$ cat config.mk
export PLATFORM = sky130hd
export DESIGN_NAME = ld_st_mem_sched
export DESIGN_NICKNAME = d
export VERILOG_FILES = /design/src/rtl/rv32i_types.sv /design/src/rtl/ld_st_mem_sched.sv
export SDC_FILE = /design/constraint.sdc
export NUM_CORES = 1
export LEC_CHECK = 0
export BUFFER_PORTS_ARGS = -buffer_cell sky130_fd_sc_hd__clkbuf_2
export CORE_AREA = 2 2 100 102
export DETAILED_ROUTE_END_ITERATION = 8
export DIE_AREA = 0 0 102 104
export PLACE_DENSITY = 0.82
export RECOVER_POWER = 100
export REMOVE_ABC_BUFFERS = 1
export SETUP_SLACK_MARGIN = 0.3
export SLEW_MARGIN = 20
export SYNTH_ARGS = -nofsm -noshare
export SYNTH_HDL_FRONTEND = slang
export SYNTH_SLANG_ARGS = --single-unit
$ cat constraint.sdc
create_clock -name clk -period 11.3 [get_ports clk]
set_input_delay 2.26 -clock clk [delete_from_list [all_inputs] [get_ports clk]]
set_output_delay 2.26 -clock clk [all_outputs]
set_load 0.02 [all_outputs]
$ cat src/rtl/rv32i_types.sv
// Shared types for the data-memory scheduler.
//   ld_st_sched_state_t : scheduler FSM states
//   dmem_req_t          : one data-memory request (address, masks, write data)
//   word_align()        : byte address -> word-aligned address
package rv32i_types;

  typedef enum logic [1:0] {
    IDLE       = 2'd0,
    LD_WAIT    = 2'd1,
    ST_WAIT    = 2'd2,
    LD_DISCARD = 2'd3
  } ld_st_sched_state_t;

  typedef struct packed {
    logic [31:0] addr;
    logic [3:0]  rmask;
    logic [3:0]  wmask;
    logic [31:0] wdata;
  } dmem_req_t;

  function automatic logic [31:0] word_align(input logic [31:0] a);
    return {a[31:2], 2'b00};
  endfunction

endpackage

$ cat src/rtl/ld_st_mem_sched.sv
// Scheduler for the single data-memory port, shared between the load path
// and the head of the committed-store FIFO. One transaction is outstanding
// at a time. Loads normally win, but a store at commit is forced through
// after STARVE_MAX consecutive load wins over it. Load responses that
// belong to a flushed load are dropped.
//
// Ports:
//   clk, rst            clock, asynchronous active-high reset
//   flush               pipeline flush (kills a pending load result)
//   st_*                store FIFO head: valid, ready, ROB index, addr/data/mask
//   rob_head_idx        current ROB head, a store issues only at commit
//   st_pop              one-cycle read enable to the store FIFO
//   ld_valid/addr/rmask load request
//   ld_grant            load accepted (pulses with the read request)
//   ld_done/ld_rdata    load data return, one cycle
//   dmem_*              memory request/response; masks nonzero for one cycle
module ld_st_mem_sched
  import rv32i_types::*;
#(
  parameter int ROB_IDX_W  = 5,
  parameter int STARVE_MAX = 4
) (
  input  logic                 clk,
  input  logic                 rst,
  input  logic                 flush,
  input  logic                 st_valid,
  input  logic                 st_ready,
  input  logic [ROB_IDX_W-1:0] st_rob_idx,
  input  logic [31:0]          st_addr,
  input  logic [31:0]          st_wdata,
  input  logic [3:0]           st_wmask,
  input  logic [ROB_IDX_W-1:0] rob_head_idx,
  output logic                 st_pop,
  input  logic                 ld_valid,
  input  logic [31:0]          ld_addr,
  input  logic [3:0]           ld_rmask,
  output logic                 ld_grant,
  output logic                 ld_done,
  output logic [31:0]          ld_rdata,
  output logic [31:0]          dmem_addr,
  output logic [3:0]           dmem_rmask,
  output logic [3:0]           dmem_wmask,
  output logic [31:0]          dmem_wdata,
  input  logic [31:0]          dmem_rdata,
  input  logic                 dmem_resp
);

  localparam int CNT_W = $clog2(STARVE_MAX + 1);
  localparam logic [CNT_W-1:0] CNT_MAX = CNT_W'(STARVE_MAX);

  ld_st_sched_state_t state, state_next;
  dmem_req_t          req, req_next;
  logic [CNT_W-1:0]   starve_cnt, starve_cnt_next;
  logic               st_eligible, ld_win, st_win;
  logic               ld_done_next, st_pop_next;

  assign st_eligible = st_valid && st_ready && (st_rob_idx == rob_head_idx);
  assign ld_win = (state == IDLE) && ld_valid && !flush &&
                  (!st_eligible || (starve_cnt < CNT_MAX));
  assign st_win = (state == IDLE) && st_eligible && !ld_win;

  // A load result is delivered only if no flush arrived at any point
  // while it was outstanding, including the response cycle itself.
  assign ld_done_next = (state == LD_WAIT) && dmem_resp && !flush;
  assign st_pop_next  = (state == ST_WAIT) && dmem_resp;

  always_comb begin
    state_next = state;
    unique case (state)
      IDLE: begin
        if (ld_win)      state_next = LD_WAIT;
        else if (st_win) state_next = ST_WAIT;
      end
      LD_WAIT: begin
        if (dmem_resp)  state_next = IDLE;
        else if (flush) state_next = LD_DISCARD;
      end
      ST_WAIT:    if (dmem_resp) state_next = IDLE;
      LD_DISCARD: if (dmem_resp) state_next = IDLE;
      default:    state_next = IDLE;
    endcase
  end

  // Address and write data hold their last value; only the masks are
  // pulsed, so the request is visible for exactly one cycle.
  always_comb begin
    req_next       = req;
    req_next.rmask = 4'b0000;
    req_next.wmask = 4'b0000;
    if (ld_win) begin
      req_next.addr  = word_align(ld_addr);
      req_next.rmask = ld_rmask;
    end else if (st_win) begin
      req_next.addr  = word_align(st_addr);
      req_next.wmask = st_wmask;
      req_next.wdata = st_wdata;
    end
  end

  always_comb begin
    starve_cnt_next = starve_cnt;
    if (st_win)
      starve_cnt_next = '0;
    else if (ld_win && st_eligible && (starve_cnt < CNT_MAX))
      starve_cnt_next = starve_cnt + 1'b1;
  end

  always_ff @(posedge clk or posedge rst) begin
    if (rst) begin
      state      <= IDLE;
      req        <= '0;
      starve_cnt <= '0;
      ld_grant   <= 1'b0;
      ld_done    <= 1'b0;
      ld_rdata   <= 32'h0;
      st_pop     <= 1'b0;
    end else begin
      state      <= state_next;
      req        <= req_next;
      starve_cnt <= starve_cnt_next;
      ld_grant   <= ld_win;
      ld_done    <= ld_done_next;
      st_pop     <= st_pop_next;
      if (ld_done_next) ld_rdata <= dmem_rdata;
    end
  end

  assign dmem_addr  = req.addr;
  assign dmem_rmask = req.rmask;
  assign dmem_wmask = req.wmask;
  assign dmem_wdata = req.wdata;

  // A response with nothing outstanding indicates a broken memory model.
  resp_in_idle_a: assert property (@(posedge clk) disable iff (rst)
    !((state == IDLE) && dmem_resp));

endmodule
[Yosys cells after proc, flatten, opt, wreduce, memory -nomap -nowiden]
Index checks and enable logic that the tools add are counted.
Storage, ports and cells
  word-level logic and storage cells: 55
  input port bits: 153
  bits in registers: 112
Operators by class
  eq/ne operators: 7
  order comparisons: 1
  $add $sub $neg: 1
  bitwise gates (word level): 1
  muxes and demuxes: 13
  reduce and logical (&&, ||, !) cells: 22
Operators by type and width (count)
  36-bit 2-to-1 mux: 2
  32-bit 2-to-1 mux: 2
  1-bit logical AND: 12
  2-bit 2-to-1 mux: 5
  3-bit 2-to-1 mux: 2
  3-bit != test (second input constant): 2
  2-bit case mux with 3 select lines: 1
  5-bit == test: 1
  2-bit == test (second input constant): 2
  4-bit 2-to-1 mux: 1
  2-bit nonzero test: 2
  3-bit by 1-bit adder with 3-bit output (second input constant): 1
  1-bit logical NOT: 3
  3-bit < comparator (second input constant): 1
  3-bit AND reduction: 1
  2-bit by 1-bit == test with 1-bit output (second input constant): 1
  2-bit logical NOT: 1
  2-bit by 1-bit != test with 1-bit output (second input constant): 1
  2-bit AND reduction: 1
  2-bit OR reduction: 1
  1-bit logical OR: 1
  1-bit inverter: 1

[Logic depth before layout (Yosys ltp)]
  depth in word-level cells: 10
  gate-level depth with buffers: 6

[Least setup slack after synthesis]
No wires, ideal clock.
  kind: in2reg
  start point: input port rob_head_idx[3]
  end point: register req (netlist bit dmem_wdata[20])
  arrival: 3.657 ns
  data required time: 11.175 ns
  setup time: 0.125 ns
  setup slack: 7.519 ns
  stages: 6
  cells stage by stage: xor2_1 -> nor4_4 -> nand3_1 -> nor2_4 -> buf_6 -> mux2_2
On the way
  cells in the longest elaborated chain, start to end: 8
RTL lines
  from (decl): RTL line ld_st_mem_sched.sv:32  | input logic [ROB_IDX_W-1:0] rob_head_idx,
  5-bit == test (*): RTL line ld_st_mem_sched.sv:57  | assign st_eligible = st_valid && st_ready && (st_rob_idx == rob_head_idx);
  1-bit logical AND (*): RTL line ld_st_mem_sched.sv:57
  1-bit logical NOT: RTL line ld_st_mem_sched.sv:59  | (!st_eligible || (starve_cnt < CNT_MAX));
  1-bit logical OR: RTL line ld_st_mem_sched.sv:59
  1-bit logical AND: RTL line ld_st_mem_sched.sv:58  | assign ld_win = (state == IDLE) && ld_valid && !flush &&
  1-bit logical NOT: RTL line ld_st_mem_sched.sv:60  | assign st_win = (state == IDLE) && st_eligible && !ld_win;
  1-bit logical AND: RTL line ld_st_mem_sched.sv:60
  2-bit AND reduction (no source line) (*)
  to (signal assigned): RTL line ld_st_mem_sched.sv:119  | req <= req_next;
  to (decl): RTL line ld_st_mem_sched.sv:52  | dmem_req_t req, req_next;
Mark *: on every way between the ends. The rest lies on a longest branch, timed or not.
A chain may end at the register's enable or synchronous reset.

==> reports/metrics.yaml <==
run_status:
  status: "complete, but fails checks"
  violations: "max-capacitance violations, max-slew violations"
timing:
  worstMarginPinSlew_ns: 4.21
  clock-skew-final_ns: 0.00788
  period_needed_ns: 6.68
  setup_violations: 0
  fmax_mhz: 150
  fin_crit_sh_pct: 59.1
  fin_tns_setup_ns: 0
  slew_headroom_pct: -181
  maxSlewViolCount: 219
  rsz0062_at_grt: "false"
  hold_violations: 0
  whs_ns: 0.494
routing:
  drtPass1Iterations: 4
  drt_iter0_markers: 116
  wl_per_cell_um: 15.7
  drcViolationCount: 0
  routed_via_density: 4.99
  ant_nets: 0
  routed_wl_mm: 10.8
  num_vias: 3418
power:
  p_sw_w: 0.000378
  p_leak_nw: 3.01
  irDropWorstVdd_uv: 118
  seq_power_share_pct: 49.2
  comb_power_share_pct: 32.2
  powerDensity_nw_per_um2: 189
  switching_share_pct: 35.0
  intPower_w: 0.000702
  clock_power_share_pct: 18.6
worst_setup_path:
  worstPathArrival_ns: 6.16
  crit_path_end_kind: "asynchronous set/reset pin"
  r2r-start: "state[1]"
  startpoint_type: "input pin"
  crit_top_cell: "clkbuf_1"
  worstPathRequired_ns: 10.79
  worst-setup-path-type: "input pin to asynchronous set/reset pin"
  r2r-end: "dmem_wdata[25]"
  r2r_cells: 5
  cp_cell_sequence: "clkbuf_1 > clkinvlp_2 > clkbuf_1"
  r2r_slack_ns: 7.01
  critPathSlowestCell: "clkbuf_1"
  cp_slowest_stage_delay_ns: 3.02
  cp_max_fo: 81
synthesis:
  synth-edff-count: 0
  synth_top_area_share_pct: 63.2
  yosys_warnings: 0
  synth_ff_type: "dfrtp_1"
  yosysSeqAreaShare_pct: 63.2
  async_flop_share_pct: 100
  synthTopCellsByCount: "110 x dfrtp_1, 63 x mux2_2, 30 x a21o_1, 30 x a22o_1, 9 x buf_2"
  ys_types: 28
  ys_ff_latch: 110
  netlist_area_sq_um: 4350
  synth_top_cell_by_area: "dfrtp_1"
  post-synth-top-count-cell: "dfrtp_1"
  netlist_instances: 297
  avgSynthCellArea_sq_um: 14.7
  ys_top_cells_by_area: "dfrtp_1 63%, mux2_2 16%, a22o_1 6.0%"
min_path:
  min_delay_worst_endpoint: "dmem_wdata[29]"
  hp-class: "flop to flop"
  holdPathStages: 1
  min-delay-start: "dmem_wdata[29]"
global_routing:
  grt_max_degree: 82
  grt_usage_pct: 19.9
  grt_antenna_before_repair: 0
  grt_pass1_wl_mm: 16.5
  grt_remaining_overflow: 0
  grt_pass1_vias: 3556
floorplanning:
  coreArea_sq_um: 9550
  row_count: 36
  start_util_pct: 45.6
  dieHeight_um: 104
  fp.dieW_um: 102
  die_area_sq_um: 10600
  ios: 260
clocking:
  root_buffer: "clkbuf_8"
  cts_resized: 0
  post_cts_buffers: 0
  holdBufCountCts: 0
  clk_path_buf_depth: 2
  clk_latency_ns: 0.35
  htreeDepth: 3
  cts.clk_slew.worst_paths_ns: 0.09
  clkSinkCount: 110
  cts_buffers: 9
  cts_tree: "built"
layout:
  final_nets: 703
  final_area_sq_um: 5700
  syn_to_final_growth_pct: 31.0
  final_cells: 685
  diodes: 0
  final_layout_size_suffix_gt1_share_pct: 40.6
place:
  dpl.cell_count: 671
  gp_congestion: 0.759
  dpl.hpwl_mm: 8.06
  port_buffers: 253
  place_area_sq_um: 5740
job:
  maxCapViolCount: 5
[cells by family (layout without fill, tap and decap cells)]
group / Yosys count / after routing / synth area share, %
flops: 110 / 110 / 63.2
buf+inv: 20 / 274 / 2.67
compound gates: 68 / 68 / 12.4
other cells: 1 / 2 / 0.0861
fa+ha+maj: 1 / 1 / 0.287
xor+xnor: 5 / 5 / 1.01
simple gates: 28 / 28 / 3.74
mux: 64 / 64 / 16.6
[flip-flops by register name (all words and copies together), names as in the netlist]
register / count
ld_grant: 1
dmem_wdata: 32
ld_done: 1
starve_cnt: 3
dmem_rmask: 4
ld_rdata: 32
state: 2
dmem_addr: 30
st_pop: 1
dmem_wmask: 4
[cells in the final DEF (no fill, tap or decap), types with 2 or more instances in the layout]
| cell | instances |
|---|---|
| nand3_1 | 2 |
| clkbuf_1 | 112 |
| mux2_2 | 63 |
| nand2_1 | 7 |
| dfrtp_1 | 110 |
| clkinv_2 | 2 |
| conb_1 | 2 |
| a22o_1 | 30 |
| clkbuf_2 | 146 |
| inv_1 | 2 |
| xor2_1 | 5 |
| a21o_1 | 30 |
| clkbuf_8 | 10 |
| nor3_1 | 2 |
| nand2b_1 | 2 |
| o21ai_0 | 3 |
| and2_0 | 8 |
| nor2_1 | 5 |
[critical path, delay by kind of cell]
kind | cells | cell delay, ns
buf+inv | 3 | 3.85
[worst max-delay path by stage]
stage / slack [ns] / start / depth (start not counted) / endpoint
6_report: 4.62 / rst / 3 / dmem_rmask[1]
5_1_grt: 3.51 / rst / 3 / dmem_addr[19]
4_1_cts: 6.81 / rob_head_idx[3] / 7 / dmem_wdata[26]
3_5_place_dp: 6.43 / rob_head_idx[3] / 7 / dmem_wdata[26]
3_3_place_gp: 6.53 / rob_head_idx[3] / 7 / dmem_wdata[27]
2_1_floorplan: 6.14 / rst / 1 / dmem_addr[10]
[per-stage QoR]
| stage | utilization, % | setup slack, ns | power (W) |
|---|---|---|---|
| finish | 59.7 | 4.62 | 0.00108 |
| global route | 59.7 | 3.51 | 0.00114 |
| CTS | 61.7 | 6.81 | 0.00112 |
| detailed placement | 60.1 | 6.43 | 0.000916 |
| global placement | 60.1 | 6.53 | 0.000899 |
| floorplan | - | 6.14 | 0.000762 |
[layout make-up]
| cell class | count | area, sq um |
|---|---|---|
| Multi-Input combinational cell | 168 | 1470 |
| Clock inverter | 2 | 10.0 |
| Sequential cell | 110 | 2750 |
| Timing Repair Buffer | 257 | 1150 |
| Fill cell | 849 | 3850 |
| Clock buffer | 12 | 145 |
| Inverter | 3 | 12.5 |
| Tap cell | 133 | 166 |
[metal layers]
metal	GRT usage, %	routed length (um)
met5	0	0
met4	9.52	299
met3	4.84	862
met2	34.8	5580
met1	22.4	4020
[power by group through the flow]
stage | logic [W] | registers [W] | clock network, W
3_3_place_gp | 0.000365 | 0.000533 | 0
4_1_cts | 0.000377 | 0.000533 | 0.000210
3_5_place_dp | 0.000376 | 0.000540 | 0
6_report | 0.000347 | 0.000531 | 0.000201
5_1_grt | 0.000372 | 0.000543 | 0.000225
2_1_floorplan | 0.000115 | 0.000647 | 0
No activity file was read; power rests on OpenSTA's default activity.
